### src/rtl/id_ex_pkg.sv
// id_ex_pkg: shared types and default widths for the ID->EX pipeline register.
//   DATA_W_DEF / IMM_W_DEF / REG_ADDR_W_DEF : default parameter values
//   id_ex_payload_t : one ID->EX beat at the default widths
package id_ex_pkg;
   localparam int DATA_W_DEF     = 8;
   localparam int IMM_W_DEF      = 8;
   localparam int REG_ADDR_W_DEF = 3;

   typedef struct packed {
      logic                      regwrite;
      logic                      alusrc;
      logic [DATA_W_DEF-1:0]     read_data;
      logic [IMM_W_DEF-1:0]      imm;
      logic [REG_ADDR_W_DEF-1:0] read_reg;
      logic [REG_ADDR_W_DEF-1:0] write_reg;
   } id_ex_payload_t;
endpackage

### src/rtl/pipe_skid_buf.sv
// pipe_skid_buf: generic 2-entry valid/ready skid buffer on an opaque W-bit payload.
// The main slot drives the output; the skid slot catches the beat accepted while
// the consumer stalls. in_ready is a flop, so there is no combinational path from
// out_ready to in_ready.
// Ports:
//   Clk, Reset (async, active-high), flush (drop everything, incl. incoming beat)
//   in_valid/in_ready/in_data   : producer side
//   out_valid/out_ready/out_data: consumer side (out_data = main slot)
//   skid_data                   : skid slot contents (for the owner's update hook)
//   main_fix/skid_fix           : owner-patched copies of main/skid, written back
//                                 whenever a valid entry is held or moved
module pipe_skid_buf #(
   parameter int W = 8
) (
   input  logic         Clk,
   input  logic         Reset,
   input  logic         flush,
   input  logic         in_valid,
   output logic         in_ready,
   input  logic [W-1:0] in_data,
   output logic         out_valid,
   input  logic         out_ready,
   output logic [W-1:0] out_data,
   output logic [W-1:0] skid_data,
   input  logic [W-1:0] main_fix,
   input  logic [W-1:0] skid_fix
);
   logic         main_v, skid_v, rdy_q;
   logic         main_v_n, skid_v_n;
   logic [W-1:0] main_q, skid_q, main_n, skid_n;
   logic         accept, emit;

   assign accept = in_valid & rdy_q;
   assign emit   = main_v & out_ready;

   always_comb begin
      main_v_n = main_v;
      skid_v_n = skid_v;
      main_n   = main_q;
      skid_n   = skid_q;
      if (flush) begin
         // payload registers are left alone; only the valid flags clear
         main_v_n = 1'b0;
         skid_v_n = 1'b0;
      end else if (skid_v) begin
         // FULL: rdy_q is low, so no accept can happen here
         if (emit) begin
            main_n   = skid_fix;
            skid_v_n = 1'b0;
         end else begin
            main_n = main_fix;
            skid_n = skid_fix;
         end
      end else if (main_v) begin
         if (accept && emit) begin
            main_n = in_data;
         end else if (accept) begin
            skid_n   = in_data;
            skid_v_n = 1'b1;
            main_n   = main_fix;
         end else if (emit) begin
            main_v_n = 1'b0;
         end else begin
            main_n = main_fix;
         end
      end else if (accept) begin
         main_n   = in_data;
         main_v_n = 1'b1;
      end
   end

   always_ff @(posedge Clk or posedge Reset) begin
      if (Reset) begin
         main_v <= 1'b0;
         skid_v <= 1'b0;
         rdy_q  <= 1'b0;
         main_q <= '0;
         skid_q <= '0;
      end else begin
         main_v <= main_v_n;
         skid_v <= skid_v_n;
         rdy_q  <= !skid_v_n;
         main_q <= main_n;
         skid_q <= skid_n;
      end
   end

   assign in_ready  = rdy_q;
   assign out_valid = main_v;
   assign out_data  = main_q;
   assign skid_data = skid_q;
endmodule

### src/rtl/id_ex_pipe_reg.sv
// id_ex_pipe_reg: ID->EX pipeline register with valid/ready handshake, 2-entry
// skid buffer and flush. ID_EX_RegWrite is masked by out_valid so a bubble never
// writes the register file.
// Optional macro WB_BYPASS_EN: adds WB_RegWrite/WB_Write_Reg_Num/WB_Write_Data;
// a WB write to a matching Read_Reg_Num replaces the operand on capture and in
// any held entry, so a stalled operand never goes stale.
// Ports: Clk, Reset (async, active-high); in_valid/in_ready, flush, IF_ID_* and
// Read_* inputs; out_valid/out_ready and registered ID_EX_* outputs.
module id_ex_pipe_reg
   import id_ex_pkg::*;
#(
   parameter int DATA_W     = DATA_W_DEF,
   parameter int IMM_W      = IMM_W_DEF,
   parameter int REG_ADDR_W = REG_ADDR_W_DEF
) (
   input  logic                  Clk,
   input  logic                  Reset,
   input  logic                  in_valid,
   output logic                  in_ready,
   input  logic                  flush,
   input  logic                  IF_ID_RegWrite,
   input  logic                  IF_ID_ALUSrc,
   input  logic [DATA_W-1:0]     Read_Data,
   input  logic [IMM_W-1:0]      IF_ID_Imm_Data,
   input  logic [REG_ADDR_W-1:0] Read_Reg_Num,
   input  logic [REG_ADDR_W-1:0] Write_Reg_Num,
`ifdef WB_BYPASS_EN
   input  logic                  WB_RegWrite,
   input  logic [REG_ADDR_W-1:0] WB_Write_Reg_Num,
   input  logic [DATA_W-1:0]     WB_Write_Data,
`endif
   output logic                  out_valid,
   input  logic                  out_ready,
   output logic                  ID_EX_RegWrite,
   output logic                  ID_EX_ALUSrc,
   output logic [DATA_W-1:0]     ID_EX_Read_Data,
   output logic [IMM_W-1:0]      ID_EX_Imm_Data,
   output logic [REG_ADDR_W-1:0] ID_EX_Read_Reg_Num,
   output logic [REG_ADDR_W-1:0] ID_EX_Write_Reg_Num
);
   // same layout as id_ex_payload_t, but sized by this instance's parameters
   typedef struct packed {
      logic                  regwrite;
      logic                  alusrc;
      logic [DATA_W-1:0]     read_data;
      logic [IMM_W-1:0]      imm;
      logic [REG_ADDR_W-1:0] read_reg;
      logic [REG_ADDR_W-1:0] write_reg;
   } payload_t;

   payload_t in_raw, in_p, main_p, skid_p, main_fix, skid_fix;

   assign in_raw = '{regwrite:  IF_ID_RegWrite,
                     alusrc:    IF_ID_ALUSrc,
                     read_data: Read_Data,
                     imm:       IF_ID_Imm_Data,
                     read_reg:  Read_Reg_Num,
                     write_reg: Write_Reg_Num};

`ifdef WB_BYPASS_EN
   function automatic payload_t wb_patch(input payload_t p);
      payload_t r;
      r = p;
      if (WB_RegWrite && (WB_Write_Reg_Num == p.read_reg))
         r.read_data = WB_Write_Data;
      return r;
   endfunction

   assign in_p     = wb_patch(in_raw);
   assign main_fix = wb_patch(main_p);
   assign skid_fix = wb_patch(skid_p);
`else
   assign in_p     = in_raw;
   assign main_fix = main_p;
   assign skid_fix = skid_p;
`endif

   pipe_skid_buf #(.W($bits(payload_t))) u_skid (
      .Clk       (Clk),
      .Reset     (Reset),
      .flush     (flush),
      .in_valid  (in_valid),
      .in_ready  (in_ready),
      .in_data   (in_p),
      .out_valid (out_valid),
      .out_ready (out_ready),
      .out_data  (main_p),
      .skid_data (skid_p),
      .main_fix  (main_fix),
      .skid_fix  (skid_fix)
   );

   assign ID_EX_RegWrite      = out_valid & main_p.regwrite;
   assign ID_EX_ALUSrc        = main_p.alusrc;
   assign ID_EX_Read_Data     = main_p.read_data;
   assign ID_EX_Imm_Data      = main_p.imm;
   assign ID_EX_Read_Reg_Num  = main_p.read_reg;
   assign ID_EX_Write_Reg_Num = main_p.write_reg;
endmodule
### config.mk
export PLATFORM = sky130hd
export DESIGN_NAME = id_ex_pipe_reg
export DESIGN_NICKNAME = d
export VERILOG_FILES = /design/src/rtl/id_ex_pkg.sv /design/src/rtl/pipe_skid_buf.sv /design/src/rtl/id_ex_pipe_reg.sv
export SDC_FILE = /design/constraint.sdc
export NUM_CORES = 1
export LEC_CHECK = 0
export CORE_ASPECT_RATIO = 0.75
export CORE_MARGIN = 3
export CORE_UTILIZATION = 40
export DETAILED_ROUTE_END_ITERATION = 10
export PLACE_DENSITY = 0.66
export SKIP_CTS_REPAIR_TIMING = 1
export SLEW_MARGIN = 20
export SYNTH_ARGS = -nofsm -noshare
export SYNTH_HDL_FRONTEND = slang
export SYNTH_HIERARCHICAL = 1
export SYNTH_SLANG_ARGS = --single-unit
### constraint.sdc
create_clock -name Clk -period 1.36 [get_ports Clk]
set_input_delay 0.136 -clock Clk [delete_from_list [all_inputs] [get_ports Clk]]
set_output_delay 0.136 -clock Clk [all_outputs]
set_load 0.005 [all_outputs]
## After elaboration in Yosys (flattened, before gate mapping)

Cells that the tools add are included.

| storage, ports and cells | value |
|---|---|
| word-level logic and storage cells | 35 |
| bits of input ports | 29 |
| register bits after elaboration | 51 |

| cells by class | value |
|---|---|
| bitwise logic cells | 6 |
| equality and inequality tests | 3 |
| mux-type cells | 16 |
| reduce and logical (&&, ||, !) cells | 5 |

Operator list:

| kind | count |
|---|---|
| $mux W24 | 5 |
| $mux W1 | 11 |
| $reduce_and A5 Y1 | 1 |
| $ne A2 B2 Y1 const B | 2 |
| $reduce_and A4 Y1 | 1 |
| $and A1 B1 Y1 | 3 |
| $ne A3 B3 Y1 const B | 1 |
| $not A1 Y1 | 3 |
| $reduce_bool A3 Y1 | 1 |
| $logic_and A1 B1 Y1 | 1 |
| $logic_not A1 Y1 | 1 |

## Logic depth before layout (Yosys ltp)

| logic depth | value |
|---|---|
| depth after elaboration | 7 |
| gate-level depth with buffers | 6 |
| depth with buffers taken out | 4 |

## Cells and area by module

The synthesis kept the hierarchy.

Modules (own cells, without submodules):

| module | cells each | area each (um^2) | instances |
|---|---|---|---|
| pipe_skid_buf | 332 | 2,915.3 | 1 |
| id_ex_pipe_reg | 1 | 6.3 | 1 |

## Worst setup path after synthesis

No wires, ideal clock.

| path | value |
|---|---|
| kind | reg2reg |
| start point | register u_skid.main_v (netlist: u_skid/out_valid) |
| end point | register u_skid.main_q[1] (netlist: u_skid/out_data[1]) |
| arrival time | 1,299 ps |
| stages on the path, launching flop included | 7 |
| library setup time | 138 ps |
| period minus slack after synthesis | 1,437 ps |
| buffers on the path | 2 |
| required time | 1,222 ps |
| path slack | -77 ps |
| path through | dfrtp_1 > buf_4 > nand2_2 > buf_6 > mux2_1 > nand2_1 > a31oi_1 |

| on the way | value |
|---|---|
| longest elaborated chain between the ends | 4 |
| elaborated cells between the ends (all ways) | 8 |
| classes of those cells | eq/ne (2); mux (2); bitwise (1); reduce/logical (3) |

Ends and longest elaborated chain:

| element | line | RTL |
|---|---|---|
| start: declaration | pipe_skid_buf.sv:28 | `logic main_v, skid_v, rdy_q;` |
| start signal: assignment | pipe_skid_buf.sv:80 | `main_v <= main_v_n;` |
| $and A1 B1 Y1 | pipe_skid_buf.sv:34 | `assign emit = main_v & out_ready;` |
| $logic_and A1 B1 Y1 | pipe_skid_buf.sv:55 | `if (accept && emit) begin` |
| $ne A3 B3 Y1 (no line) | -- |  |
| $reduce_and A4 Y1 (no line) | -- |  |
| end signal: assignment | pipe_skid_buf.sv:83 | `main_q <= main_n;` |
| end: declaration | pipe_skid_buf.sv:30 | `logic [W-1:0] main_q, skid_q, main_n, skid_n;` |

Parallel ways exist; a longest one is shown, timed or not.
A chain may end at the register's enable or synchronous reset.

## Worst setup path in the final report

| path | value |
|---|---|
| start point | register u_skid.main_v (netlist: u_skid/out_valid) |
| end point | register u_skid.main_q[4] (netlist: u_skid/out_data[4]) |

Same word-level chain as after synthesis.

==> results.md <==
Outcome:
- The run finished, with violations left.
- The checks that failed: setup timing.

Setup path:
- For flop-to-flop paths, the worst setup slack is -0.19 ns.
- The endpoint of the most critical register-to-register path is u_skid/out_data[4]$_DFFE_PP0P_.
- The worst endpoint data arrival time is roughly 1.8 ns.
- The worst register-to-register path begins at u_skid/out_valid$_DFFE_PP0P_.
- For the worst flop-to-flop path, the logic depth is 7.
- STA puts the critical path data required time at roughly 1.6 ns.
- The kind of start point of the critical path is a register.
- The worst setup path category is register to register.
- The category of the worst setup path capture point is a register.
- The highest fanout seen on the critical path is 8.

Timing:
- In the finished design, the share of the clock period the worst path needs comes to 114%.
- The number of max-slew violations in the final report is 0.
- The worst relative slew slack is 77.6%.
- Subtracting the final worst setup slack from the clock period gives 1.55 ns.
- Setup repair after global routing could not meet its margin everywhere.
- Setup violations remaining at the end of the flow were counted as a little over 50.
- The number of hold violations in the final report is 0.
- The slew at the pin closest to its max-slew limit is around 0.34 ns.
- The worst clock skew on the final layout is 0.00780 ns.
- The post-layout worst setup margin is -0.190 ns.
- The peak clock frequency supported by timing is 645 MHz.
- The aggregate negative setup slack is -6.97 ns.

Clock tree:
- The clock transition at the registers of the reported paths is 0.10 ns.
- The number of clock buffers added by TritonCTS is 5.
- Clock tree synthesis found a total of 51 sinks.
- The maximum count of clock buffers along a single path is 2.
- The clock latency reported for the late side of the worst-skew pair is 0.32 ns.
- The root cell of the clock tree is sky130_fd_sc_hd__clkbuf_8.
- The H-tree was split into 2 levels.
- The CTS tree is yes.

Floorplan:
- For this design the top-level I/O count stands at 55.
- The core area is a little under 7000 sq um.
- For this configuration, the core starts out at a cell density of 42.0%.
- The die area is 8380 sq um.
- The number of standard-cell rows in the floorplan is 26.
- The die boundary height is ~80 um.
- In this run the horizontal extent of the chip is between 100 and 150 um.

Power and ir drop:
- The total net switching power is 1.98 mW.
- The share of total power in the clock network is 19.2%.
- The leakage power of the design is 2.02 nW.
- Of the total power, the share spent switching nets is roughly a third.
- The part of the total power dissipated in sequential elements is between 40% and 50%.
- In this run the power density over the cells is 1310 nW/um^2.
- Internal power comes to ~4 mW.
- The worst-case IR drop observed on VDD is ~650 uV.
- Combinational cells account for 40.4% of the total power.
- Total power for the finished layout comes to between 5 and 6 mW.

Synthesis:
- Synthesis inferred 51 register bits.
- When the netlist entered floorplanning its net count stood at 362.
- The number of distinct library cells after synthesis is 23.
- The largest total area in the synthesized netlist belongs to sky130_fd_sc_hd__dfrtp_1.
- The synthesized netlist occupies a cell area of 2920 sq um.
- During synthesis, Yosys emitted a total of 6 warnings.
- The share of Yosys cell area claimed by the top area cell type is 43.7%.
- In this run, synthesis inferred 0 flip-flops with an integrated enable.
- Each instance of the synthesized netlist takes up on average around 8.8 sq um.
- The fraction of synthesis flops using an asynchronous set or reset pin is between 90% and 100%.
- Ranked by total cell area, the synthesized netlist is headed by sky130_fd_sc_hd__dfrtp_1 44%, sky130_fd_sc_hd__a31oi_1 10%, sky130_fd_sc_hd__mux2i_1 8.2%.
- By count the netlist is led by 51 x sky130_fd_sc_hd__dfrtp_1, 49 x sky130_fd_sc_hd__a31oi_1, 48 x sky130_fd_sc_hd__nor2_1, 27 x sky130_fd_sc_hd__a21oi_1, 27 x sky130_fd_sc_hd__inv_1.
- The most common cell in the synthesized netlist is sky130_fd_sc_hd__dfrtp_1.
- Among all flip-flop cells after synthesis, the most frequent one is sky130_fd_sc_hd__dfrtp_1.
- The synthesized netlist cell count is 333.
- Of the synthesized area, sequential elements account for 43.7%.

Global routing:
- Global routing finished with a remaining overflow of 0.
- The largest net degree at the start of global routing is 52.
- The global routing usage on met1 is 25.5%.
- The first global-routing pass estimated 12200 um of wire.
- In this run the most used layer during global routing was met2.
- The fraction of met2 tracks used by global routing is 28.3%.
- The met3 capacity usage during global routing is under 10%.
- The number of global-route vias before repair is 2469.
- For this run, the total global-route usage over all layers was measured as between 10% and 20%.
- The number of antenna violations at the first check in global routing is 0.

Route:
- Wires add up to 8890 um.
- The count of nets left with antenna violations after detail routing is 0.
- The average wire length per cell after detail routing is ~17 um.
- Dividing the detail-routed via count by the number of cells gives 5.38.
- The number of search-and-repair iterations in the first detailed-routing pass is 4.
- The residual DRC count is 0.
- The via total after detailed routing is 2805.
- The iteration-0 DRC count of the detailed router is approximately 190.

Hold path:
- The path class of the tightest hold or removal check is primary input to async pin.

Place:
- The post-placement worst setup slack is -0.283 ns.
- Port buffering added 54 buffers.
- The sum of net half-perimeters after detailed placement is 5020 um.
- Routability-driven placement finished with a final weighted congestion of 0.756.

Final layout:
- The antenna diode count is 0.
- At the end of the flow the core is filled with cells to 65.2%.
- In the final layout, the share of cells above drive strength 1 is 34.5%.
- From synthesis to final layout, the design area changed by 55.4%.
- The net count of the finished layout is 451.

Run:
- The max-cap check violation count is 0.
==> layer usage <==
layer / wire length [um] / vias up / part of all wire [%]
li1: - / 1334 / -
met2: 4050 / 92 / 46
met4: 121 / 0 / 1.4
met3: 581 / 11 / 6.5
met1: 4140 / 1368 / 47
met5: 0 / - / 0
==> flip-flops by register name, summed over array words and instances (netlist names) <==
signal	cells
u_skid/skid_data	24
u_skid/skid_v	1
u_skid/out_data	24
u_skid/out_valid	1
u_skid/in_ready	1
==> how the worst max path moves through the flow <==
stage                                      start  cells after the start                              end
global placement                       out_ready                      6  u_skid/out_data[22]$_DFFE_PP0P_
global route        u_skid/out_valid$_DFFE_PP0P_                      7   u_skid/out_data[7]$_DFFE_PP0P_
floorplan           u_skid/out_valid$_DFFE_PP0P_                      6   u_skid/out_data[1]$_DFFE_PP0P_
detailed placement                     out_ready                      6  u_skid/skid_data[6]$_DFFE_PP0P_
CTS                 u_skid/out_valid$_DFFE_PP0P_                      3                   ID_EX_RegWrite
finish              u_skid/out_valid$_DFFE_PP0P_                      7   u_skid/out_data[4]$_DFFE_PP0P_
==> area by class of cell <==
type | count | area [sq um]
Tap cell | 98 | 123
Multi-Input combinational cell | 228 | 1700
Clock inverter | 2 | 35.0
Sequential cell | 51 | 1280
Fill cell | 552 | 2420
Clock buffer | 6 | 82.6
Inverter | 27 | 105
Timing Repair Buffer | 109 | 1210
==> placed cells by master (no fill, tap or decap), drive strengths merged, types with 2 or more instances in the layout <==
cell            n
nand2          25
a21oi          27
mux2           24
nor2           48
a31oi          49
and2            2
buf            50
dfrtp          51
clkbuf         12
o21ai          25
mux2i          24
clkdlybuf4s50  32
inv            26
dlymetal6s2s   21
==> cells by family (layout without fill, tap and decap cells) <==
kind of cell	after synthesis	after routing	share of synthesized area, %
compound gates	102	102	19.8
simple gates	78	78	10.8
buf+inv	54	144	8.22
flops	51	51	43.7
mux	48	48	17.5
==> power by group through the flow <==
| stage | Sequential (mW) | Clock, mW | Combinational [mW] |
|---|---|---|---|
| floorplan | 2.29 | 0 | 0.967 |
| global placement | 2.36 | 0 | 1.62 |
| detailed placement | 2.38 | 0 | 1.68 |
| CTS | 2.35 | 1.15 | 1.69 |
| global route | 2.47 | 1.24 | 2.60 |
| finish | 2.41 | 1.14 | 2.41 |
==> critical path, cell delays in order, from the launching register on <==
cell                      delay [ns]
sky130_fd_sc_hd__dfrtp_2        0.46
sky130_fd_sc_hd__buf_12         0.15
sky130_fd_sc_hd__buf_8          0.12
sky130_fd_sc_hd__nand2_8        0.09
sky130_fd_sc_hd__buf_12         0.15
sky130_fd_sc_hd__mux2_1         0.32
sky130_fd_sc_hd__nand2_1        0.07
sky130_fd_sc_hd__a31oi_1        0.08
==> through the flow <==
step                      instances  area [sq um]  hold WS [ns]
after global routing            521          4540         0.239
after floorplan                 333          2930         0.185
after global placement          481          3730         0.527
final                           521          4540         0.221
after CTS                       489          3850         0.236
after detailed placement        481          3730         0.535
Power figures use the tool's default switching activity.
==> variant: new RTL, same settings <==
`IMM_W_DEF`: 8 -> 10.
--- a/src/rtl/id_ex_pkg.sv
+++ b/src/rtl/id_ex_pkg.sv
@@ -3,7 +3,7 @@
 //   id_ex_payload_t : one ID->EX beat at the default widths
 package id_ex_pkg;
    localparam int DATA_W_DEF     = 8;
-   localparam int IMM_W_DEF      = 8;
+   localparam int IMM_W_DEF      = 10;
    localparam int REG_ADDR_W_DEF = 3;
 
    typedef struct packed {
Interface: changed (resized ID_EX_Imm_Data and IF_ID_Imm_Data); port bits go from 55 to 59. No check against the original RTL was run, so the function may have changed too.
==> variant against the original RTL <==
The flow still finishes with violations (setup timing). Design area grew 5.5%. Combinational power is 3% higher. Synthesized cell count rose by 7.8%. Sequential cell count grew 4. Area after synthesis up 13%. Total power fell by 0.34%. Clock power down 18%. Die area increased by 12%. First-iteration DRC count decreased by 21%. Wire length up 8.3%. Worst setup slack better by 0.081 ns. Critical path depth unchanged. Critical endpoint is now u_skid/skid_data[14]. Largest cell class unchanged. Highest routed layer unchanged.
==> variant: results (changes against the original RTL) <==
Global route
  • Antenna violations before repair: 0 (unchanged)
  • Total track usage: 0.177 (-0.00667)
  • Vias in the first global route: 2,765 (+12%)
  • Global-route wire length before repair: 13.7 mm (+12%)
  • Largest net degree at the start of global routing: 34 (-35%)

Worst setup path
  • Worst-path fanout max: 14 (+6)
  • Crit path from: u_skid/out_valid

Clock network
  • Worst-Skew Late Latency: 0.31 ns
  • H-tree levels: 2 (unchanged)
  • Clk pin slew, worst setup/hold paths: 0.11 ns
  • Clk buf depth: 2 (unchanged)
  • Num CTS Buffers: 5 (unchanged)
  • CTS root buffer: clkbuf_8

Logic synthesis
  • Ys Warns: 6 (unchanged)
  • Syn_nets: 390 (+7.7%)
  • Seq/Total Area, Yosys: 0.417 (-0.0202)
  • Synth Instances: 359 (+7.8%)
  • Fraction of registers with async set or reset after synthesis: 1.00 (unchanged)
  • Dominant cells by area after synthesis: dfrtp_1, a31oi_1, mux2i_1
  • Synth cell count leaders: dfrtp_1, a31oi_1, nor2_1
  • Synth unique cells: 24 (+4.3%)

Power
  • Worst VDD drop: 0.613 mV (-5.2%)
  • Leak: 0.00204 uW (+1.3%)

Placed design
  • Placed cell areas: 4160 sq um (+11%)
  • Detail Placement HPWL: 5.63 mm (+12%)
  • Port Buffers: 58 (+7.4%)
  • Post-Place Cells: 518 (+7.7%)
  • Final GP Congestion: 0.813 (+7.6%)

Routing
  • # DRC: 0 (unchanged)
  • DRT Wirelength: 9.63 mm (+8.3%)
  • Vias: 3,040 (+8.4%)
  • Initial DRC Count: 147 (-21%)
  • First drt pass iteration count: 5 (+1)
  • Vias per inst: 5.37 (-0.24%)

STA
  • Worst-Margin Slew: 0.389 ns (+0.0539 ns)
  • Final Setup Violations: 53 (+3.9%)
  • Total Neg Setup Slack: -3.63 ns (+3.34 ns)
  • Clk_skew: 0.0105 ns (+0.00268 ns)
  • Worst Setup Slack, final: -0.109 ns (+0.0813 ns)

Cells and area
  • Antenna cells: 0 (unchanged)
  • Share of cells above drive strength 1: 0.306 (-0.0393)
  • Fillcell total: 674 (+22%)
  • Fin nets: 491 (+8.9%)

Status
  • Failing checks: setup timing
  • Status: finished with violations

Worst hold path
  • Worst Hold Class: input port to async pin
variant: metal layers:
layer	part of all wire	track usage	vias up
li1	-	-	1457
met1	0.47	0.251	1492
met2	0.47	0.282	86
met3	0.052	0.0367	5
met4	0.0045	0.0391	0
met5	0	0	-
variant: area by class of cell:
cell class | instances | share of cell area
multi-input combinational | 246 | 0.354
sequential | 55 | 0.289
timing repair buffer | 123 | 0.289
tap | 105 | 0.0274
inverter | 29 | 0.0235
clock buffer | 7 | 0.0159
clock inverter | 1 | 0.00105
variant: worst paths after layout:
kind / endpoint / slack (ns) / cells past startpoint
min reg2reg: u_skid/skid_data[7] / 0.55 / 2
max in group asynchronous: u_skid/skid_v / 0.72 / 3
min: u_skid/skid_data[18] / 0.16 / 2
max reg2reg: u_skid/skid_data[14] / -0.11 / 7
min in group Clk: u_skid/out_data[7] / 0.49 / 3
max: u_skid/skid_data[14] / -0.11 / 7
variant: cells by family (layout without fill, tap and decap cells):
family,count (synthesis),after routing,synth area share
AOI/OAI and AO/OA,110,110,0.217
and+or+nand+nor,84,84,0.107
buffers and inverters,58,160,0.0917
DFF,55,55,0.417
muxes,52,52,0.167
variant: worst max-delay path, stage by stage, from the launching register on:
cell and delay [ns]:
dfrtp_2 0.38, buf_6 0.14, a31oi_4 0.11, a211oi_4 0.23
buf_6 0.20, buf_12 0.16, nor2_1 0.05, a21oi_2 0.11
variant: where the power goes:
group          switching, uW  internal [uW]  leakage [uW]
sequential               408           2120      0.000602
combinational           1040           1430       0.00140
clock                    571            365     0.0000422
total                   2020           3920       0.00204
variant: per-stage QoR:
| stage | hold WS [ns] | worst slack [ns] | util | total power (uW) |
|---|---|---|---|---|
| 6_report | 0.158 | -0.109 | 0.602 | 5940 |
| 5_1_grt | 0.202 | -0.175 | 0.602 | 6310 |
| 4_1_cts | 0.168 | -0.385 | 0.533 | 5510 |
| 3_5_place_dp | 0.499 | -0.346 | 0.523 | 4590 |
| 3_3_place_gp | 0.491 | -0.294 | 0.523 | 4490 |
| 2_1_floorplan | 0.195 | -0.0369 | - | 3720 |
